File: src/rtl/sound_isa_dma_ctrl.sv
// sound_isa_dma_ctrl: runs ISA DMA1/DMA5 DRQ/DACK/strobe cycles for the DSP's 8/16-bit requests
// Ports: clk/rst; DSP side dma_req8/16, dma_16_en, dma_rec, dma_ack, dma_readdata, dma_writedata;
// ISA side drq1/drq5, dack1_n/dack5_n, ior_n/iow_n, tc (async), isa_din/isa_dout/isa_doe; tc_pulse.
module sound_isa_dma_ctrl #(
  parameter int SYNC_STAGES = 2,
  parameter int GAP_CYCLES = 4
) (
  input  logic        clk,
  input  logic        rst,
  input  logic        dma_req8,
  input  logic        dma_req16,
  input  logic        dma_16_en,
  input  logic        dma_rec,
  output logic        dma_ack,
  output logic [15:0] dma_readdata,
  input  logic [15:0] dma_writedata,
  output logic        drq1,
  output logic        drq5,
  input  logic        dack1_n,
  input  logic        dack5_n,
  input  logic        ior_n,
  input  logic        iow_n,
  input  logic        tc,
  input  logic [15:0] isa_din,
  output logic [15:0] isa_dout,
  output logic        isa_doe,
  output logic        tc_pulse
);
  typedef enum logic [2:0] {IDLE, REQ, ACK, STRB, DONE, GAP} state_t;
  localparam int GW = (GAP_CYCLES > 0) ? $clog2(GAP_CYCLES + 1) : 1;
  state_t state_q, state_d;
  logic [4:0] sync_q [SYNC_STAGES];
  logic [4:0] s;
  logic ch5_q, ch5_d, split_q, split_d, rec_q, rec_d, g16_q, g16_d, phase_q, phase_d;
  logic tcs_q, tcs_d, drq_q, drq_d, ack_q, ack_d, tcp_q, tcp_d;
  logic [15:0] hold_q, hold_d, data_q, data_d, rd_q, rd_d;
  logic [GW-1:0] gap_q, gap_d;
  logic dack_s, stb_s, req_on;
  // sync bit order {tc, iow_n, ior_n, dack5_n, dack1_n}; idle value has all strobes/dacks high
  always_ff @(posedge clk) begin
    if (rst) begin
      for (int i = 0; i < SYNC_STAGES; i++) sync_q[i] <= 5'b01111;
    end else begin
      sync_q[0] <= {tc, iow_n, ior_n, dack5_n, dack1_n};
      for (int i = 1; i < SYNC_STAGES; i++) sync_q[i] <= sync_q[i-1];
    end
  end
  assign s = sync_q[SYNC_STAGES-1];
  assign dack_s = ~(ch5_q ? s[1] : s[0]);
  assign stb_s = ~(rec_q ? s[2] : s[3]);
  // the request that won the grant must stay up, or the transfer is abandoned in REQ
  assign req_on = g16_q ? dma_req16 : dma_req8;
  always_comb begin
    state_d = state_q;
    ch5_d = ch5_q;
    split_d = split_q;
    rec_d = rec_q;
    g16_d = g16_q;
    phase_d = phase_q;
    tcs_d = tcs_q;
    drq_d = drq_q;
    hold_d = hold_q;
    data_d = data_q;
    rd_d = rd_q;
    gap_d = gap_q;
    ack_d = 1'b0;
    tcp_d = 1'b0;
    case (state_q)
      IDLE: if (gap_q == '0 && (dma_req16 || dma_req8)) begin
        state_d = REQ;
        g16_d = dma_req16;
        ch5_d = dma_req16 & dma_16_en;
        split_d = dma_req16 & ~dma_16_en;
        rec_d = dma_rec;
        hold_d = dma_writedata;
        phase_d = 1'b0;
        tcs_d = 1'b0;
        drq_d = 1'b1;
      end
      REQ: if (!req_on) begin
        state_d = IDLE;
        drq_d = 1'b0;
      end else if (dack_s) state_d = ACK;
      ACK: if (stb_s && dack_s) state_d = STRB;
      STRB: if (stb_s) begin
        data_d = rec_q ? data_q : isa_din;
        tcs_d = tcs_q | s[4];
      end else begin
        state_d = DONE;
        drq_d = 1'b0;
      end
      DONE: if (split_q && !phase_q) begin
        phase_d = 1'b1;
        rd_d = {rd_q[15:8], data_q[7:0]};
        drq_d = 1'b1;
        state_d = REQ;
      end else begin
        ack_d = 1'b1;
        tcp_d = tcs_q;
        rd_d = ch5_q ? data_q : split_q ? {data_q[7:0], rd_q[7:0]} : {8'h00, data_q[7:0]};
        gap_d = GW'(GAP_CYCLES);
        state_d = (GAP_CYCLES == 0) ? IDLE : GAP;
      end
      GAP: begin
        gap_d = gap_q - 1'b1;
        state_d = (gap_q == GW'(1)) ? IDLE : GAP;
      end
      default: state_d = IDLE;
    endcase
  end
  always_ff @(posedge clk) begin
    if (rst) begin
      state_q <= IDLE;
      ch5_q <= 1'b0;
      split_q <= 1'b0;
      rec_q <= 1'b0;
      g16_q <= 1'b0;
      phase_q <= 1'b0;
      tcs_q <= 1'b0;
      drq_q <= 1'b0;
      ack_q <= 1'b0;
      tcp_q <= 1'b0;
      hold_q <= '0;
      data_q <= '0;
      rd_q <= '0;
      gap_q <= '0;
    end else begin
      state_q <= state_d;
      ch5_q <= ch5_d;
      split_q <= split_d;
      rec_q <= rec_d;
      g16_q <= g16_d;
      phase_q <= phase_d;
      tcs_q <= tcs_d;
      drq_q <= drq_d;
      ack_q <= ack_d;
      tcp_q <= tcp_d;
      hold_q <= hold_d;
      data_q <= data_d;
      rd_q <= rd_d;
      gap_q <= gap_d;
    end
  end
  assign drq1 = drq_q & ~ch5_q;
  assign drq5 = drq_q & ch5_q;
  assign dma_ack = ack_q;
  assign tc_pulse = tcp_q;
  assign dma_readdata = rd_q;
  // output enable uses the raw pins so the bus is driven as soon as the host asserts IOR
  assign isa_doe = ~(ch5_q ? dack5_n : dack1_n) & ~ior_n & rec_q & (state_q == ACK || state_q == STRB);
  assign isa_dout = ch5_q ? hold_q : {8'h00, (split_q && phase_q) ? hold_q[15:8] : hold_q[7:0]};
endmodule

File: config.mk
export PLATFORM = sky130hd
export DESIGN_NAME = sound_isa_dma_ctrl
export DESIGN_NICKNAME = d
export VERILOG_FILES = /design/src/rtl/sound_isa_dma_ctrl.sv
export SDC_FILE = /design/constraint.sdc
export NUM_CORES = 1
export LEC_CHECK = 0
export ABC_AREA = 1
export CORE_MARGIN = 2
export CORE_UTILIZATION = 44
export DETAILED_ROUTE_END_ITERATION = 10
export PLACE_DENSITY_LB_ADDON = 0.15
export SYNTH_ARGS = -nofsm -noshare
export SYNTH_HDL_FRONTEND = slang
export SYNTH_SLANG_ARGS = --single-unit
File: constraint.sdc
create_clock -name clk -period 1.3 [get_ports clk]
set_input_delay 0.13 -clock clk [delete_from_list [all_inputs] [get_ports clk]]
set_output_delay 0.13 -clock clk [all_outputs]
set_load 0.02 [all_outputs]
# Word-level counts from Yosys, hierarchy flattened

Memory sizes are Yosys's and may differ from the RTL's.
Index checks and enable logic that the tools add are counted.
Widths: inputs -> output; s select.

Bits in writable memories: 10
Memories kept: 1
Word-level logic and storage cells: 109
Flip-flop bits (word level): 63
Input port bits: 43

Reduce and logical (&&, ||, !) cells: 24
Eq/ne operators: 15
Multiplexer cells: 34
Add/subtract/negate cells: 1
Bitwise logic cells: 19

Memory list:

| memory | words | bits a word | rd ports | clocked after memory_dff | write ports | line | RTL |
|---|---|---|---|---|---|---|---|
| sync_q | 2     | 5           | 2        | 0                        | 2           | 32   | `logic [4:0] sync_q [SYNC_STAGES];` |

Operators with widths:

| kind               | number |
|---|---|
| $mux 16            | 3 |
| $mux 3             | 8 |
| $pmux 3 s6         | 1 |
| $mux 8             | 2 |
| $mux 1             | 14 |
| $ne 2x2->1 const B | 7 |
| $mux 5             | 2 |
| $not 1->1          | 9 |
| $reduce_and 3->1   | 3 |
| $reduce_and 2->1   | 4 |
| $and 1x1->1        | 7 |
| $eq 3x1->1 const B | 2 |
| $eq 3x2->1 const B | 2 |
| $eq 3x3->1 const B | 2 |
| $logic_not 3->1    | 2 |
| $pmux 3 s2         | 1 |
| $reduce_bool 2->1  | 3 |
| $reduce_and 5->1   | 1 |
| $logic_and 1x1->1  | 4 |
| $pmux 1 s2         | 2 |
| $pmux 1 s4         | 1 |
| $reduce_and 4->1   | 1 |
| $reduce_bool 4->1  | 1 |
| $ne 3x2->1 const B | 1 |
| other kinds (7)    | 10 |

# Logic depth before layout (Yosys ltp)

Gate-level depths: netlist of the first run.
An unclocked memory read counts as a cell.

Depth in word-level cells: 6
Mapped depth: 10

# Worst setup path after synthesis of the first run

No wires, ideal clock.

Kind: register -> register
Start point: register gap_q[0]
End point: register split_q
Arrival time: 1.273 ns
Stages on the path, launching flop included: 10
Setup time: 0.115 ns
Setup slack: -0.087 ns
Period minus slack after synthesis: 1.387 ns
Cell sequence: dfxtp_1 > inv_1 > ha_1 > ha_1 > nand3_2 > inv_2 > buf_6 > nand2_1 > nor2_1 > o21a_1

Longest elaborated chain between the ends: 3

Ends and longest elaborated chain:

| element                           | line | RTL |
|---|---|---|
| start: declaration                | 37   | `logic [GW-1:0] gap_q, gap_d;` |
| start signal: assignment          | 141  | `gap_q <= gap_d;` |
| $logic_not 3->1                   | 69   | `IDLE: if (gap_q == '0 && (dma_req16 \|\| dma_req8)) begin` |
| $logic_and 1x1->1                 | 69   |  |
| $reduce_and 2->1 (no source line) | n/a  |  |
| end signal: assignment            | 130  | `split_q <= split_d;` |
| end: declaration                  | 34   | `logic ch5_q, ch5_d, split_q, split_d, rec_q, rec_d, g16_q, g16_d, phase_q, phase_d;` |

Every way passes these cells.
A chain may end at the register's enable or synchronous reset.

# Worst setup path after layout of the first run

Start point: register ch5_q
End point: output isa_doe

Longest elaborated chain between the ends: 5

Ends and longest elaborated chain:

| element                   | line | RTL |
|---|---|---|
| start: declaration        | 34   |  |
| start signal: assignment  | 129  | `ch5_q <= ch5_d;` |
| $mux 1                    | 150  | `assign isa_doe = ~(ch5_q ? dack5_n : dack1_n) & ~ior_n & rec_q & (state_q == ACK \|\| state_q == STRB);` |
| $not 1->1                 | 150  |  |
| $and 1x1->1 (3 in series) | 150  |  |
| end: declaration          | 26   | `output logic isa_doe,` |

Every way passes these cells.

==> reports/metrics.sh, run 1 <==
WORST_SETUP_PATH_ENDPOINT='isa_doe'
CELL_TYPE_WITH_THE_LARGEST_TOTAL_AREA_AFTER_SYNTHESIS='dfxtp_1'
PERIOD_SHARE=1.13
SYNTH.YOSYS.SEQ_AREA_SHARE=0.480
REG2REG_DEPTH=10
SYNTH_TOP_CELLS_BY_AREA='dfxtp_1 (48%), nor2_1 (9.7%), nand2_1 (9.0%)'
AVGROUTEDWIREPERCELL_UM=14.9
RSZ_0062_RAISED_AFTER_GLOBAL_ROUTING='yes'
POWER.DENSITY_nW_PER_UM2=1730
CTS_MAX_LEVEL=3
REPORT.FINAL.SETUP_VIOL=57
WORSTREG2REGSTART='state_q[1]$_SDFFE_PP0P_'
MAX-SLEW-MARGIN-REL=0.777
MET3_WIRELENGTH_UM=388
WORSTPATHARRIVAL_NS=1.34
SETUP_SLACK_NS=-0.170
SYNTH_UNIQUE_CELLS=28
CTS-BUFFERS-INSERTED=9
SYN-CELL-AREA_UM2=3050
CRITICAL_PATH.CELL_CHAIN='inv_4 > buf_6 > a221oi_4 > buf_6'
POST_SYNTH_INST_COUNT=414
MIN_PATH_TYPE='input pin to register'
FRACTION_OF_LAYOUT_INSTANCES_USING_A_DRIVE_STRENGTH_ABOVE_1=0.444
NUMPORTBUFFERS=79
CRITICAL-PATH-SLOWEST-CELL='dfxtp_4'
LARGEST_NET_DEGREE_AT_THE_START_OF_GLOBAL_ROUTING=57
DPL-INSTANCE-AREA_UM2=4150
REQUIRED_ARRIVAL_TIME_AT_THE_WORST_ENDPOINT_NS=1.17
VIAS_AFTER_DETAILED_ROUTING=3183
CRIT_PATH_END_KIND='output port'
NFILLCELLS=477
WORSTSKEWPAIRLATENCY_NS=0.35
GR-TOTAL-OVERFLOW=0
INITIAL_UTILIZATION=0.451
FMAX_GHz=0.680
SYNTH_REGISTER_BITS=73
DRCVIOLATIONCOUNT=0
LAYOUT_MIN_CYCLE_TIME_NS=1.47
CORE-AREA_UM2=6760
SYN_TO_FINAL_GROWTH_PCT=71.7
REG2REG_TO='hold_q[5]$_SDFFE_PP0P_'
FINAL_ANTENNA_NET_COUNT=0
DR.MAX_LAYER_USED='met4'
PLACE.DETAILED.HPWL_MM=5.20
GROUTE.USAGE.OVERALL=0.233
VIOLATIONS='negative setup slack'
LEAKAGE_POWER_OF_THE_DESIGN_nW=2.26
GRT_PASS1_WL_MM=13.8
CTS-ROOT-TO-SINK-BUFFERS=2
ANTENNADIODECOUNT=0
CTS_TREE='built'
SYNTHESIS.AREA_PER_INSTANCE_UM2=7.36
CRITICAL_PATH.MAX_STAGE_DELAY_NS=0.38
FINAL_CORE_UTIL=0.774
VIAS_PER_CELL=5.09
WORST_SETUP_PATH_STARTPOINT='ch5_q$_SDFFE_PP0P_'
TIMING.CRITICAL_PATH.MODE_CELL='buf_6'
DRT_PRE_ANTENNA_ITERS=4
HOLD_VIOLATIONS=0
SETUP-TNS-FINAL_NS=-4.94
MET2ROUTEDLENGTH_MM=4.80
FINAL_DESIGN_AREA_EXCLUDING_FILLERS_UM2=5230
FIRST_ITER_VIOLATIONS=139
SYNTH_LARGEST_TYPE_AREA_FRACTION=0.480
CHIPHEIGHT_UM=87.2
CP-START-KIND='register'
NUMBER_OF_ANTENNA_VIOLATIONS_AT_THE_FIRST_CHECK_IN_GLOBAL_ROUTING=0
DIEAREA_UM2=7600
DP_WORST_SETUP_SLACK_NS=-0.403
REG2REG_SLACK_NS=-0.14
ROUTED_WIRELENGTH_MM=9.30
FINAL_CELL_MIX='dfxtp_1 (65), nor2_1 (55), nand2_1 (45)'
DRV.MAX_CAP_VIOLATION_COUNT=0
WORSTSETUPPATHTYPE='register to output port'
SYNTH_FP_NETS=460
LAST_WEIGHTED_CONGESTION_VALUE_OF_THE_ROUTABILITY_DRIVEN_PLACER=0.863
IOPINCOUNT=80
MET1_ROUTED_LENGTH_MM=3.93
STATUS='finished, violations left'
GRT_PASS1_VIAS=3074
CLOCKROOTBUFFER='clkbuf_8'
CRITPATHMAXFANOUT=3
SLEW_VIOLATIONS=0
WORST-SLEW-PIN-TRANSITION_NS=0.335
POST_CTS_HOLD_BUFFER_COUNT=0
CLOCK-SINKS=73
WORST_CLOCK_SKEW_NS=0.0120
VDD.IR_DROP.WORST_mV=0.981
DIE_WIDTH_UM=87.2
YS.WARNINGS.COUNT=0
LAYOUT.CELLS.MOST_COMMON='dfxtp_1'
CLK_PIN_SLEW_NS=0.07
HP-START='tc'
STD_CELL_ROWS=30
FINAL_NET_COUNT=587
[critical path: cells and delay by family, from the launching register on]
| kind | cells | cell delay (ns) |
|---|---|---|
| AO/OA/AOI/OAI | 1 | 0.30 |
| buffers and inverters | 3 | 0.32 |
| flip-flops | 1 | 0.38 |
[state kept, by name, indices dropped and copies added (netlist names), 3 cells and up]
name / cells
data_q: 16
dma_readdata: 16
hold_q: 16
sync_q: 10
gap_q: 3
state_q: 3
[stage by stage]
stage	hold WS (ns)	std cells	power, mW
floorplan	0.234	414	4.34
global placement	0.392	589	5.40
detailed placement	0.393	589	5.44
CTS	0.302	619	8.29
global route	0.317	625	9.51
finish	0.309	625	9.05
[synthesized netlist by cell type]
library cell / count
a31oi_1: 8
inv_1: 36
buf_4: 2
nor2_2: 4
buf_6: 4
buf_2: 8
o21ai_2: 1
a21oi_1: 18
nor3_1: 2
inv_2: 6
clkbuf_1: 7
and2_1: 1
nand2_1: 73
o21a_1: 1
nor3_2: 1
nor2_1: 79
buf_12: 1
nand3_2: 3
and3_1: 1
nand2_2: 3
nand3_1: 16
or2_2: 7
a221oi_1: 1
dfxtp_1: 73
ha_1: 3
o21ai_1: 1
o22ai_1: 1
o21ai_0: 53
[how the worst min path moves through the flow]
stage	to	cells after the start
5_1_grt	sync_q[0][4]$_SDFF_PP0_	3
2_1_floorplan	sync_q[0][0]$_SDFF_PP1_	1
3_3_place_gp	sync_q[0][6]$_SDFF_PP1_	1
6_report	sync_q[0][4]$_SDFF_PP0_	3
3_5_place_dp	sync_q[0][8]$_SDFF_PP1_	1
4_1_cts	sync_q[0][4]$_SDFF_PP0_	3
[report_power, final]
group	total [mW]	leakage, nW	internal, mW	switching [mW]
combinational	4.12	1.56	2.01	2.11
sequential	2.98	0.600	2.61	0.371
clock	1.95	0.104	1.12	0.832
[cells by family (layout without fill, tap and decap cells)]
| kind of cell | count (synthesis) | count (layout) | synth area share |
|---|---|---|---|
| compound gates | 84 | 84 | 0.145 |
| fa+ha+maj | 3 | 3 | 0.0123 |
| buf+inv | 64 | 195 | 0.0998 |
| flops | 73 | 73 | 0.480 |
| simple gates | 190 | 190 | 0.263 |
[timing repair]
action / CTS / global route
resized for setup: 195 / 167
cloned: 3 / 3
buffers inserted: 13 / 7
pin swaps: 19 / 44
endpoints found under the setup margin: 96 / 80
[per-layer routing]
metal,track usage,vias to the layer above
met2,0.414,87
met5,0,-
met1,0.276,1507
met3,0.0389,18
met4,0.101,0
li1,-,1571
[cell type report]
type                            instances  area (µm²)  area share
Clock inverter                          5        80.1      0.0153
Tap cell                               80         100      0.0191
Multi-Input combinational cell        277        1860       0.355
Inverter                               42         198      0.0378
Clock buffer                           10         138      0.0263
Timing Repair Buffer                  137        1370       0.261
Sequential cell                        73        1480       0.283
Timing Repair inverter                  1        11.3     0.00215
No activity file was read; power rests on OpenSTA's default activity.
==> run 2: changes to the inputs <==
- CAP_MARGIN: unset -> 20
==> results of run 2 <==
No change in the layout: final DEF, timing and power equal those of run 1.
==> run 3: changes to the inputs <==
- CAP_MARGIN: 20 -> unset
- CORE_UTILIZATION: 44 -> 50
- CTS_BUF_LIST: unset -> sky130_fd_sc_hd__clkbuf_2
- clock period: 1.3 -> 1.5 ns (I/O delays scaled with it)
==> run 3 against run 2 <==
  * Total power down 32%
  * Highest routed layer unchanged
  * Via count is 7.1% lower
  * The flow still finishes with violations (negative setup slack)
  * Die area shrank 11%
  * Cell count decreased by 4.3%
  * Clock power fell by 35%
==> reports/metrics.sh, run 3 (same netlist as run 1, synthesis figures left out) <==
STATUS='finished, violations left'
VIOLATIONS='negative setup slack'
POWER.DENSITY_nW_PER_UM2=1380  # -20%
FIRST_ITER_VIOLATIONS=146  # +5.0%
SLEW_VIOLATIONS=0  # unchanged
LAYOUT.CELLS.MOST_COMMON='nor2_1'
VIAS_AFTER_DETAILED_ROUTING=2958  # -7.1%
DIEAREA_UM2=6730  # -11%
CRITICAL_PATH.CELL_CHAIN='buf_6 > buf_4 > nand2_1 > inv_1 > clkdlybuf4s15_2'
DPL-INSTANCE-AREA_UM2=4020  # -3.2%
DIE_WIDTH_UM=82.0  # -5.9%
FINAL_NET_COUNT=564  # -3.9%
POWER_FRAC_CLOCK=0.205  # -0.011
WORSTSKEWPAIRLATENCY_NS=0.50  # +0.15 ns
SHARE_COMB_OF_TOTAL_POWER=0.392  # -0.063
CTS_TREE='built'
POST_CTS_HOLD_BUFFER_COUNT=0  # unchanged
LEAKAGE_POWER_OF_THE_DESIGN_nW=2.00  # -12%
POWER.INTERNAL_mW=3.93  # -32%
NFILLCELLS=495  # +3.8%
CLOCKROOTBUFFER='clkbuf_2'
GROUTE.USAGE.OVERALL=0.227  # -0.00598
PATH_DELAY_FAMILY='buffers and inverters'
NUMBER_OF_ANTENNA_VIOLATIONS_AT_THE_FIRST_CHECK_IN_GLOBAL_ROUTING=0  # unchanged
CRIT_PATH_END_KIND='output port'
GR-TOTAL-OVERFLOW=0  # unchanged
SETUP_SLACK_NS=-0.195  # -0.0244 ns
GRT_PASS1_WL_MM=11.6  # -16%
WORST-SLEW-PIN-TRANSITION_NS=0.369  # +0.0342 ns
SEQPWRFRAC=0.403  # +0.073
CRITPATHMAXFANOUT=11  # +8
PLACE.DETAILED.HPWL_MM=4.92  # -5.3%
GRT_PASS1_VIAS=2616  # -15%
DRCVIOLATIONCOUNT=0  # unchanged
LAYOUT_MIN_CYCLE_TIME_NS=1.69
INITIAL_UTILIZATION=0.514  # +0.0636
MAX-SLEW-MARGIN-REL=0.754  # -0.0231
P_SW_mW=2.24  # -32%
VIAS_PER_CELL=4.95  # -2.9%
REPORT.FINAL.SETUP_VIOL=19  # -67%
GRTUSAGEMET3=0.0396  # +0.000698
CLOCK-SINKS=73  # unchanged
AVGROUTEDWIREPERCELL_UM=12.7  # -15%
LAST_WEIGHTED_CONGESTION_VALUE_OF_THE_ROUTABILITY_DRIVEN_PLACER=0.864  # about the same
WORST-PATH-BUF-INV=4  # +1
WORST_CLOCK_SKEW_NS=0.0258  # +0.0138 ns
DRV.MAX_CAP_VIOLATION_COUNT=0  # unchanged
CTS_MAX_LEVEL=3  # unchanged
CTS-ROOT-TO-SINK-BUFFERS=2  # unchanged
HOLD_VIOLATIONS=0  # unchanged
USE_MET2=0.384  # -0.0306
FINAL_DESIGN_AREA_EXCLUDING_FILLERS_UM2=4460  # -15%
FINAL_CORE_UTIL=0.753  # -0.0211
REQUIRED_ARRIVAL_TIME_AT_THE_WORST_ENDPOINT_NS=1.35  # +0.18 ns
CRITICAL-PATH-SLOWEST-CELL='dfxtp_2'
WORSTPATHARRIVAL_NS=1.54  # +0.20 ns
MIN_PATH_TYPE='input pin to register'
IOPINCOUNT=80  # unchanged
FRACTION_OF_LAYOUT_INSTANCES_USING_A_DRIVE_STRENGTH_ABOVE_1=0.254  # -0.190
DRT_PRE_ANTENNA_ITERS=5  # +1
FINAL_CELL_MIX='nor2_1 (77), dfxtp_1 (67), nand2_1 (51), o21ai_0 (51), clkdlybuf4s50_1 (42)'
CLK_PIN_SLEW_NS=0.22  # +0.15 ns
STD_CELL_ROWS=28  # -6.7%
CHIPHEIGHT_UM=82.0  # -5.9%
VDD.IR_DROP.WORST_mV=0.731  # -25%
CRITICAL_PATH.MAX_STAGE_DELAY_NS=0.38  # about the same
GRT-BUSIEST-LAYER='met2'
RSZ_0062_RAISED_AFTER_GLOBAL_ROUTING='yes'
WORSTSETUPPATHTYPE='register to output port'
CP-START-KIND='register'
PERIOD_SHARE=1.13
NUMPORTBUFFERS=79  # unchanged
LARGEST_NET_DEGREE_AT_THE_START_OF_GLOBAL_ROUTING=57  # unchanged
ROUTED_WIRELENGTH_MM=7.59  # -18%
CTS-BUFFERS-INSERTED=9  # unchanged
FINAL_ANTENNA_NET_COUNT=0  # unchanged
NETSWITCHINGFRACTION=0.363  # -0.00310
FMAX_GHz=0.590
GROUTE.LAYER.MET1.USAGE=0.277  # +0.00100
CORE-AREA_UM2=5920  # -12%
SYN_TO_FINAL_GROWTH_PCT=46.3
ANTENNADIODECOUNT=0  # unchanged
[run 3: metrics by stage]
| stage | worst slack [ns] | hold WS, ns | setup TNS, ns | power [mW] | cells |
|---|---|---|---|---|---|
| after floorplan | 0.113 | 0.254 | 0 | 3.73 | 414 |
| after global placement | -0.188 | 0.397 | -0.779 | 4.51 | 572 |
| after detailed placement | -0.226 | 0.399 | -0.958 | 4.56 | 572 |
| after CTS | -0.232 | 0.120 | -3.40 | 5.97 | 596 |
| after global routing | -0.292 | 0.119 | -4.47 | 6.54 | 598 |
| final | -0.195 | 0.139 | -3.08 | 6.17 | 598 |
[run 3: final timing paths]
path	start	end	slack, ns	depth (start not counted)
worst max-delay path	ch5_q$_SDFFE_PP0P_	isa_dout[10]	-0.19	5
worst min-delay path	tc	sync_q[0][4]$_SDFF_PP0_	0.14	3
worst max register to register	gap_q[1]$_SDFFE_PP0P_	state_q[2]$_SDFFE_PP0P_	0.07	10
worst min register to register	sync_q[0][2]$_SDFF_PP1_	sync_q[0][7]$_SDFF_PP1_	0.44	1
[run 3: power by group through the flow]
stage / clock network (mW) / logic, mW / registers, mW
final: 1.27 / 2.42 / 2.48
after global routing: 1.35 / 2.67 / 2.52
after CTS: 1.28 / 2.24 / 2.45
after detailed placement: 0 / 2.08 / 2.47
after global placement: 0 / 2.06 / 2.46
after floorplan: 0 / 1.25 / 2.48
[run 3: final cells by class]
class                      count  area, µm²  area share
clock buffer                   9       45.0      0.0101
clock inverter                 7       93.8      0.0211
inverter                      42        168      0.0376
multi-input combinational    277       1460       0.327
sequential                    73       1470       0.330
tap                           75       93.8      0.0211
timing repair buffer         115       1130       0.254
[run 3: repair_timing]
action                                  in CTS  in global routing
endpoints found under the setup margin      38                 47
resized for setup                          142                 32
pin swaps                                    8                 12
hold endpoints to repair                     0                  0
buffers inserted                             8                  2
[run 3: routing by layer]
layer	vias up	wire (µm)
met5	-	0
met4	0	91
met3	13	436
met2	92	3700
met1	1330	3360
li1	1523	-
[run 3: worst reg2reg max path: cells and delay by family (launching register included)]
kind | cells | cell delay, ns
and+or+nand+nor | 6 | 0.49
adders and majority gates | 2 | 0.30
buffers and inverters | 2 | 0.22
DFF | 1 | 0.37
